===== src/rtl/fetch_pkg.sv =====
// Shared types and constants for the MIPS fetch stage: run-control states,
// IF/ID register layout and the per-cycle fetch action decode.
package fetch_pkg;

    typedef enum logic [1:0] {
        FS_IDLE   = 2'd0,
        FS_RUN    = 2'd1,
        FS_HALTED = 2'd2
    } fetch_state_e;

    typedef enum logic [1:0] {
        IFID_HOLD,
        IFID_LOAD,
        IFID_BUBBLE
    } ifid_op_e;

    // One decoded action per cycle; the RUN-state priority chain maps onto these.
    typedef enum logic [2:0] {
        ACT_NONE,
        ACT_START,
        ACT_HALT,
        ACT_REDIRECT,
        ACT_SQUASH,
        ACT_FLUSH,
        ACT_STALL,
        ACT_FETCH
    } fetch_act_e;

    typedef struct packed {
        logic [31:0] instr;
        logic [31:0] pc4;
        logic        valid;
    } ifid_t;

    localparam logic [31:0] NOP_INSTR = 32'h0000_0000;
    localparam logic [31:0] PC_STEP   = 32'd4;

    localparam ifid_t IFID_EMPTY = '{instr: NOP_INSTR, pc4: 32'h0000_0000, valid: 1'b0};

    function automatic logic [31:0] word_align(input logic [31:0] addr);
        return addr & ~32'h0000_0003;
    endfunction

endpackage


===== src/rtl/fetch_ifid_reg.sv =====
// IF/ID pipeline register: load a fetched word, insert a bubble, or hold.
module fetch_ifid_reg
    import fetch_pkg::*;
(
    input  logic        clk,
    input  logic        rst,
    input  ifid_op_e    op_i,
    input  logic [31:0] instr_i,
    input  logic [31:0] pc4_i,
    output ifid_t       ifid_o
);

    ifid_t ifid_q;
    ifid_t ifid_d;

    // NOTE: every combinational output gets a default first so no path leaves it unassigned (no latch).
    always_comb begin
        ifid_d = ifid_q;
        unique case (op_i)
            IFID_LOAD:   ifid_d = '{instr: instr_i, pc4: pc4_i, valid: 1'b1};
            IFID_BUBBLE: ifid_d = IFID_EMPTY;
            default:     ifid_d = ifid_q;
        endcase
    end

    // NOTE: state registers use non-blocking assignments so all flops update together at the edge.
    always_ff @(posedge clk or posedge rst) begin
        if (rst) begin
            ifid_q <= IFID_EMPTY;
        end else begin
            ifid_q <= ifid_d;
        end
    end

    assign ifid_o = ifid_q;

endmodule


===== src/rtl/fetch_ctrl.sv =====
// Fetch-stage sequencer: owns the PC, drives the instruction memory address,
// fills IF/ID and runs the IDLE/RUN/HALTED run-control machine.
module fetch_ctrl
    import fetch_pkg::*;
#(
    parameter logic [31:0] RESET_PC = 32'h0000_0000,
    parameter logic [31:0] PC_LIMIT = 32'h0000_03FC
) (
    input  logic        CLK,
    input  logic        RST,
    input  logic        start,
    input  logic        halt,
    input  logic        stall,
    input  logic        flush,
    input  logic        redirect,
    input  logic [31:0] redirect_pc,
    output logic [31:0] imem_addr,
    input  logic [31:0] imem_instr,
    output logic [31:0] ifid_instr,
    output logic [31:0] ifid_pc4,
    output logic        ifid_valid,
    output logic [1:0]  state,
    output logic [31:0] fetch_count
);

    fetch_state_e state_q, state_d;
    logic [31:0]  pc_q, pc_d;
    logic [31:0]  count_q, count_d;
    fetch_act_e   act;
    ifid_op_e     ifid_op;
    ifid_t        ifid;

    logic [31:0]  pc_plus4;
    logic         at_limit;

    assign pc_plus4 = pc_q + PC_STEP;
    assign at_limit = (pc_q == PC_LIMIT);

    // Priority decode: halt > redirect > flush&stall > flush > stall > fetch.
    always_comb begin
        act = ACT_NONE;
        unique case (state_q)
            FS_IDLE: begin
                if (start) act = ACT_START;
            end
            FS_RUN: begin
                if (halt)                act = ACT_HALT;
                else if (redirect)       act = ACT_REDIRECT;
                else if (flush && stall) act = ACT_SQUASH;
                else if (flush)          act = ACT_FLUSH;
                else if (stall)          act = ACT_STALL;
                else                     act = ACT_FETCH;
            end
            default: act = ACT_NONE;
        endcase
    end

    always_comb begin
        state_d = state_q;
        pc_d    = pc_q;
        count_d = count_q;
        ifid_op = IFID_BUBBLE;
        unique case (act)
            ACT_START:    state_d = FS_RUN;
            ACT_HALT:     state_d = FS_HALTED;
            ACT_REDIRECT: pc_d = word_align(redirect_pc);
            ACT_SQUASH:   pc_d = pc_q;
            ACT_FLUSH: begin
                // At the last word the flushed fetch is retried rather than wrapping.
                if (!at_limit) pc_d = pc_plus4;
            end
            ACT_STALL:    ifid_op = IFID_HOLD;
            ACT_FETCH: begin
                ifid_op = IFID_LOAD;
                if (count_q != 32'hFFFF_FFFF) count_d = count_q + 32'd1;
                if (at_limit) state_d = FS_HALTED;
                else          pc_d    = pc_plus4;
            end
            default: ifid_op = IFID_BUBBLE;
        endcase
    end

    always_ff @(posedge CLK or posedge RST) begin
        if (RST) begin
            state_q <= FS_IDLE;
            pc_q    <= word_align(RESET_PC);
            count_q <= 32'h0000_0000;
        end else begin
            state_q <= state_d;
            pc_q    <= pc_d;
            count_q <= count_d;
        end
    end

    fetch_ifid_reg u_ifid (
        .clk     (CLK),
        .rst     (RST),
        .op_i    (ifid_op),
        .instr_i (imem_instr),
        .pc4_i   (pc_plus4),
        .ifid_o  (ifid)
    );

    assign imem_addr   = pc_q;
    assign state       = state_q;
    assign fetch_count = count_q;
    assign ifid_instr  = ifid.instr;
    assign ifid_pc4    = ifid.pc4;
    assign ifid_valid  = ifid.valid;

endmodule


===== config.mk =====
export PLATFORM = sky130hd
export DESIGN_NAME = fetch_ctrl
export DESIGN_NICKNAME = d
export VERILOG_FILES = /design/src/rtl/fetch_pkg.sv /design/src/rtl/fetch_ifid_reg.sv /design/src/rtl/fetch_ctrl.sv
export SDC_FILE = /design/constraint.sdc
export NUM_CORES = 1
export LEC_CHECK = 0
export CAP_MARGIN = 25
export CORE_ASPECT_RATIO = 1.5
export CORE_MARGIN = 4
export CORE_UTILIZATION = 50
export DETAILED_ROUTE_END_ITERATION = 12
export HOLD_SLACK_MARGIN = 0.08
export PLACE_DENSITY = 0.9
export SLEW_MARGIN = 20
export SYNTH_ARGS = -nofsm -noshare
export SYNTH_HDL_FRONTEND = slang
export SYNTH_SLANG_ARGS = --single-unit

===== constraint.sdc =====
create_clock -name CLK -period 8.1 [get_ports CLK]
set_input_delay 1.215 -clock CLK [delete_from_list [all_inputs] [get_ports CLK]]
set_output_delay 1.215 -clock CLK [all_outputs]
set_load 0.005 [all_outputs]

**After elaboration in Yosys (flattened, before gate mapping)**

Cells that the tools add are included.

- Bits of input ports: 71
- Output and inout port bits: 131
- Register bits after elaboration: 131
- Word-level logic and storage cells: 43

- Equality and inequality tests: 13
- Mux-type cells: 13
- Reductions and logical operators: 9
- Add/subtract/negate cells: 2

Operators with widths:

| cell | number |
|---|---|
| 65-bit case mux with 2 select lines | 1 |
| 32-bit case mux with 2 select lines | 1 |
| 32-bit by 1-bit adder with 32-bit output (second input constant) | 1 |
| 32-bit by 3-bit adder with 32-bit output (second input constant) | 1 |
| 32-bit by 10-bit == test with 1-bit output (second input constant) | 1 |
| 32-bit two-way mux | 1 |
| 32-bit != test (second input constant) | 1 |
| 3-bit == test (second input constant) | 3 |
| 3-bit by 2-bit == test with 1-bit output (second input constant) | 2 |
| 2-bit two-way mux | 3 |
| 3-bit two-way mux | 2 |
| 2-bit case mux with 3 select lines | 1 |
| 3-bit case mux with 2 select lines | 1 |
| 2-bit AND reduction | 3 |
| 2-bit by 1-bit == test with 1-bit output (second input constant) | 2 |
| 2-bit != test (second input constant) | 2 |
| 2-bit case mux with 2 select lines | 1 |
| 2-bit nonzero test | 2 |
| 3-bit by 1-bit == test with 1-bit output (second input constant) | 1 |
| 3-bit nonzero test | 1 |
| 2-bit == test (second input constant) | 1 |
| 2-bit zero test | 1 |
| 1-bit two-way mux | 2 |
| 2-bit OR reduction | 1 |
| 1-bit logical AND | 1 |

**Depth between registers and ports, before layout**

- Word-level depth: 10
- Depth in mapped cells: 8
- Depth with buffers taken out: 6

**Hierarchy**

From an unflattened synthesis, not the netlist that was laid out.

- Cell total of the unflattened synthesis: 604
- Area, all modules: 6,463.7 µm²

Modules (own cells, without submodules):

| module | sequential area each (µm²) | area each (µm²) | cells each | times used |
|---|---|---|---|---|
| fetch_ctrl | 1,601.5 | 4,098.9 | 453 | 1 |
| fetch_ifid_reg | 1,626.6 | 2,364.8 | 151 | 1 |

**Worst setup path after synthesis**

No wires, ideal clock.

- Path kind: input port to flip-flop
- From: input port halt
- To: register count_q[30] (netlist: fetch_count[30])
- Setup time: 124 ps
- Buffers on the path: 1
- Arrival time: 3,009 ps
- Stages: 6
- Slack: 4,967 ps
- Required time: 7,976 ps
- Cells stage by stage: nor4b_1 -> nand2_1 -> or4b_1 -> buf_2 -> or3_4 -> xnor2_2

- Word-level cells in the longest chain between the ends: 4

RTL lines:

| item | RTL line | RTL |
|---|---|---|
| start, declared | fetch_ctrl.sv:12 | `input logic halt,` |
| 3-bit two-way mux | fetch_ctrl.sv:47 | `if (halt) act = ACT_HALT;` |
| 3-bit case mux with 2 select lines | fetch_ctrl.sv:42 | `unique case (state_q)` |
| 3-bit == test | fetch_ctrl.sv:63 | `unique case (act)` |
| 2-bit AND reduction (no line) | - |  |
| end signal, assigned | fetch_ctrl.sv:91 | `count_q <= count_d;` |
| end, declared | fetch_ctrl.sv:28 | `logic [31:0] count_q, count_d;` |

No other way between the ends.
A chain may end at the register's enable or synchronous reset.

**Worst setup path after layout**

Ends and elaborated chain as after synthesis.

==> results.md <==
* Most common cell after layout, fill and taps aside: sky130_fd_sc_hd__clkdlybuf4s50_1
* Number of I/O port buffers at between 150 and 200
* Global routing usage summed across all routing layers at 0.270
* Diode count at 0
* Buffers and inverters on the worst path at 1
* Final weighted congestion of routability-driven global placement at 0.893
* # Max-Cap Violations at 0
* Insertion delay to the later sink of the worst-skew pair at 0.41 ns
* # hold bufs at CTS at 0
* Synthesis-stage register bit count at 128
* Most area-consuming cells after synthesis: sky130_fd_sc_hd__dfrtp_1 (52%), sky130_fd_sc_hd__a22o_1 (5.1%), sky130_fd_sc_hd__xnor2_1 (5.0%), sky130_fd_sc_hd__nand2_1 (4.1%), sky130_fd_sc_hd__o21ai_0 (3.9%)
* Max Transition Viols Final at 0
* Number of DRC violations after detailed-routing iteration 0 at 394
* Max rail drop VDD at roughly 150 µV
* CTS Buf Count at 17
* Number of cell rows at 49
* DR pass1 iterations at 5
* Pwr/cell area at ~230 mW/mm²
* Final non-filler cell area at ~0.009 mm²
* Ys flop type: sky130_fd_sc_hd__dfrtp_1
* Sw Pwr at roughly 600 µW
* Remaining max-slew budget at the tightest pin at 0.311
* Maximum level of the CTS H-tree at 4
* Routed Antenna Nets at 0
* Leak Pwr at 0.00360 µW
* Kind of capture point of the worst setup path: flip-flop
* Fin Setup TNS at 0 ns
* Routed wire length per instance at about 20 µm
* Mapped Avg Cell Area at between 10 and 15 µm²
* Gates resized, CTS repair at 0
* Die width at around 99 µm
* Final setup fails at 0
* Placeable Area at ~0.012 mm²
* Switching portion of total power at 0.294
* Post-synthesis instance area at ~0.0062 mm²
* Post-CTS Setup Repair Bufs at 0
* Internal power consumption at ~1400 µW
* Kind of critical path: in -> reg
* Share of Yosys cell area claimed by the top area cell type at 0.520
* Highest achievable clock rate at between 200 and 250 MHz
* Number of distinct library cell variants in the gate-level netlist after synthesis at 50
* Clock-pin slew of the registers on the worst-case setup and hold paths at around 0.06 ns
* Worst path required time at 8.39 ns
* Crit path max fanout at 30
* Number of DRC violations after detailed routing at 0
* Final WL at 19.0 mm
* Data arrival time of the worst path at about 4.8 ns
* Cell family with most CP delay: simple AND/OR/NAND/NOR gates
* Top library cells by usage in the layout, fill and taps aside: sky130_fd_sc_hd__clkdlybuf4s50_1 (197), sky130_fd_sc_hd__dfrtp_1 (128), sky130_fd_sc_hd__nand2_1 (68)
* Height of the chip at about 140 µm
* Buffer cell driving the clock tree root: sky130_fd_sc_hd__clkbuf_16
* Unrepaired setup endpoints after global routing: no
* Worst path cell trace: clkdlybuf4s50_1 -> nor4b_1 -> nand2_1 -> or4b_1 -> or3_4 -> xnor2_2
* Minimum clock period after layout at 4.47 ns
* TritonCTS clock tree: yes
* Number of failing hold endpoints at the final stage at 0
* Initial antenna violation count at 0
* Slowest cell on crit path: sky130_fd_sc_hd__or4b_1
* Least-Margin Pin Slew at about 1.0 ns
* Layout cell share with drive strength beyond 1 at 0.0609
* DP Wirelength at approximately 13 mm
* Area enclosed by the die boundary at 0.0142 mm²
* Total number of vias at 5763
* Combinational power share at 0.180
* Starting utilization of the core area at 0.512
* Total congestion overflow after global routing at 0
* Result of the run: complete, no violations
* Sinks on the clock net at 128
* IO Pins at 202
* Fraction of synthesis flops using an asynchronous set or reset pin at 1.00
* Routed via count divided by cell count at 6.02
* Cell depth of the worst setup path at 6
* Maximum number of pins on one net before global-route repair at 67
* Class of the most critical hold timing path: reg -> reg
* Clk pwr share at 0.390
* Number of fillers in the final layout at ~900
* Most area-hungry cell type in the Yosys netlist: sky130_fd_sc_hd__dfrtp_1
* Maximum clock insertion buffer count at 2
* Wire length of the first global-routing pass at between 30 and 40 mm
* Final clock period utilization by the worst path at 0.552
* Delay contributed by the slowest stage of the critical path at about 0.88 ns
* Area after DPL at roughly 0.0082 mm²
* Fin nets at approximately 870
* Path depth of the worst reg2reg path at 5
* Number of instances in the synthesized netlist at ~620
* Synthesis warning total at 0
* Area growth from synthesis to layout at 42.8%
* Number of enable-type register cells in the synthesized netlist at 0
* Type of origin of the critical path: primary input
* Worst hold path cell count at 2
* Sequential area share after synthesis at 0.520
* Number of global-route vias before repair at ~6000
* Sequential fraction of design power at 0.429
* Post-route clock skew at between 0.01 and 0.015 ns
==> final cells by class <==
cell class	instances	area, µm²	area share
Inverter	9	36.3	0.00412
Clock buffer	19	453	0.0515
Multi-Input combinational cell	434	2750	0.312
Timing Repair Buffer	202	2020	0.229
Tap cell	153	191	0.0218
Sequential cell	128	3200	0.364
Clock inverter	13	149	0.0169
==> metal layers <==
layer / up-vias / global-route usage / part of all wire
li1: 2579 / - / -
met1: 2833 / 0.315 / 0.36
met2: 289 / 0.467 / 0.53
met3: 62 / 0.0699 / 0.073
met4: 0 / 0.122 / 0.040
met5: - / 0 / 0
==> worst reg2reg max path: cells and delay by family, from the launching register on <==
kind / cells / cell delay, ns
and+or+nand+nor: 4 / 2.90
DFF: 1 / 0.43
xor gates and xnor gates: 1 / 0.13
==> synthesized netlist by cell type, types with 2 or more instances <==
cell type / count
sky130_fd_sc_hd__nand3_1: 28
sky130_fd_sc_hd__or4_4: 2
sky130_fd_sc_hd__o311ai_0: 2
sky130_fd_sc_hd__a21oi_1: 11
sky130_fd_sc_hd__nor2b_1: 2
sky130_fd_sc_hd__a22oi_1: 6
sky130_fd_sc_hd__and4_1: 2
sky130_fd_sc_hd__nor3_1: 14
sky130_fd_sc_hd__nand4_1: 21
sky130_fd_sc_hd__ha_1: 3
sky130_fd_sc_hd__and3_1: 9
sky130_fd_sc_hd__nor3b_1: 2
sky130_fd_sc_hd__xor2_1: 23
sky130_fd_sc_hd__o21ai_0: 48
sky130_fd_sc_hd__o22ai_1: 3
sky130_fd_sc_hd__nand2_1: 68
sky130_fd_sc_hd__o31a_1: 13
sky130_fd_sc_hd__nor4b_1: 2
sky130_fd_sc_hd__nand2b_1: 4
sky130_fd_sc_hd__nand4_2: 2
sky130_fd_sc_hd__buf_2: 3
sky130_fd_sc_hd__buf_1: 4
sky130_fd_sc_hd__and2_1: 10
sky130_fd_sc_hd__o211ai_1: 20
sky130_fd_sc_hd__clkbuf_2: 2
sky130_fd_sc_hd__dfrtp_1: 128
sky130_fd_sc_hd__xnor2_1: 35
sky130_fd_sc_hd__o21ai_1: 5
sky130_fd_sc_hd__inv_1: 9
sky130_fd_sc_hd__buf_4: 3
sky130_fd_sc_hd__clkbuf_1: 33
sky130_fd_sc_hd__a22o_1: 36
sky130_fd_sc_hd__nor4_1: 9
sky130_fd_sc_hd__or4_1: 2
sky130_fd_sc_hd__nor2_1: 32
sky130_fd_sc_hd__or3_1: 5
==> final timing paths <==
check                            startpoint                 to  slack [ns]
max reg2reg                        state[1]    fetch_count[30]        4.52
max in group asynchronous               RST      imem_addr[21]        5.43
max                                    halt    fetch_count[30]        3.63
min in group asynchronous               RST  u_ifid.ifid_o[12]        1.31
min                        u_ifid.ifid_o[0]   u_ifid.ifid_o[0]        0.48
min reg2reg                u_ifid.ifid_o[0]   u_ifid.ifid_o[0]        0.48
==> cell families (layout without fill, tap and decap cells) <==
family / after synthesis / after routing / share of synthesized area
compound gates: 150 / 150 / 0.168
xor+xnor: 59 / 59 / 0.0851
fa+ha+maj: 3 / 3 / 0.00610
buf+inv: 54 / 243 / 0.0358
flops: 128 / 128 / 0.520
mux: 2 / 2 / 0.00345
other cells: 1 / 2 / 0.000609
simple gates: 218 / 218 / 0.181
==> state kept, by name, summed over array words and instances, names as in the netlist <==
signal	cells
fetch_count	32
imem_addr	30
state	2
u_ifid.ifid_o	64
==> power by group through the flow <==
stage / Clock, µW / Sequential [µW] / Combinational, µW
after floorplan: 0 / 802 / 183
after global placement: 0 / 850 / 350
after detailed placement: 0 / 857 / 360
after CTS: 782 / 848 / 363
after global routing: 815 / 868 / 391
final: 777 / 855 / 359
==> stage by stage <==
step	std cells	util	setup slack, ns	power, µW	hold WS (ns)
floorplan	616	-	3.47	984	0.471
finish	958	0.732	3.63	1990	0.482
global placement	925	0.680	3.27	1200	0.461
CTS	957	0.731	3.57	1990	0.486
detailed placement	925	0.681	3.13	1220	0.472
global route	958	0.732	3.31	2070	0.513
Note: power is estimated with default switching activity, not from simulation.
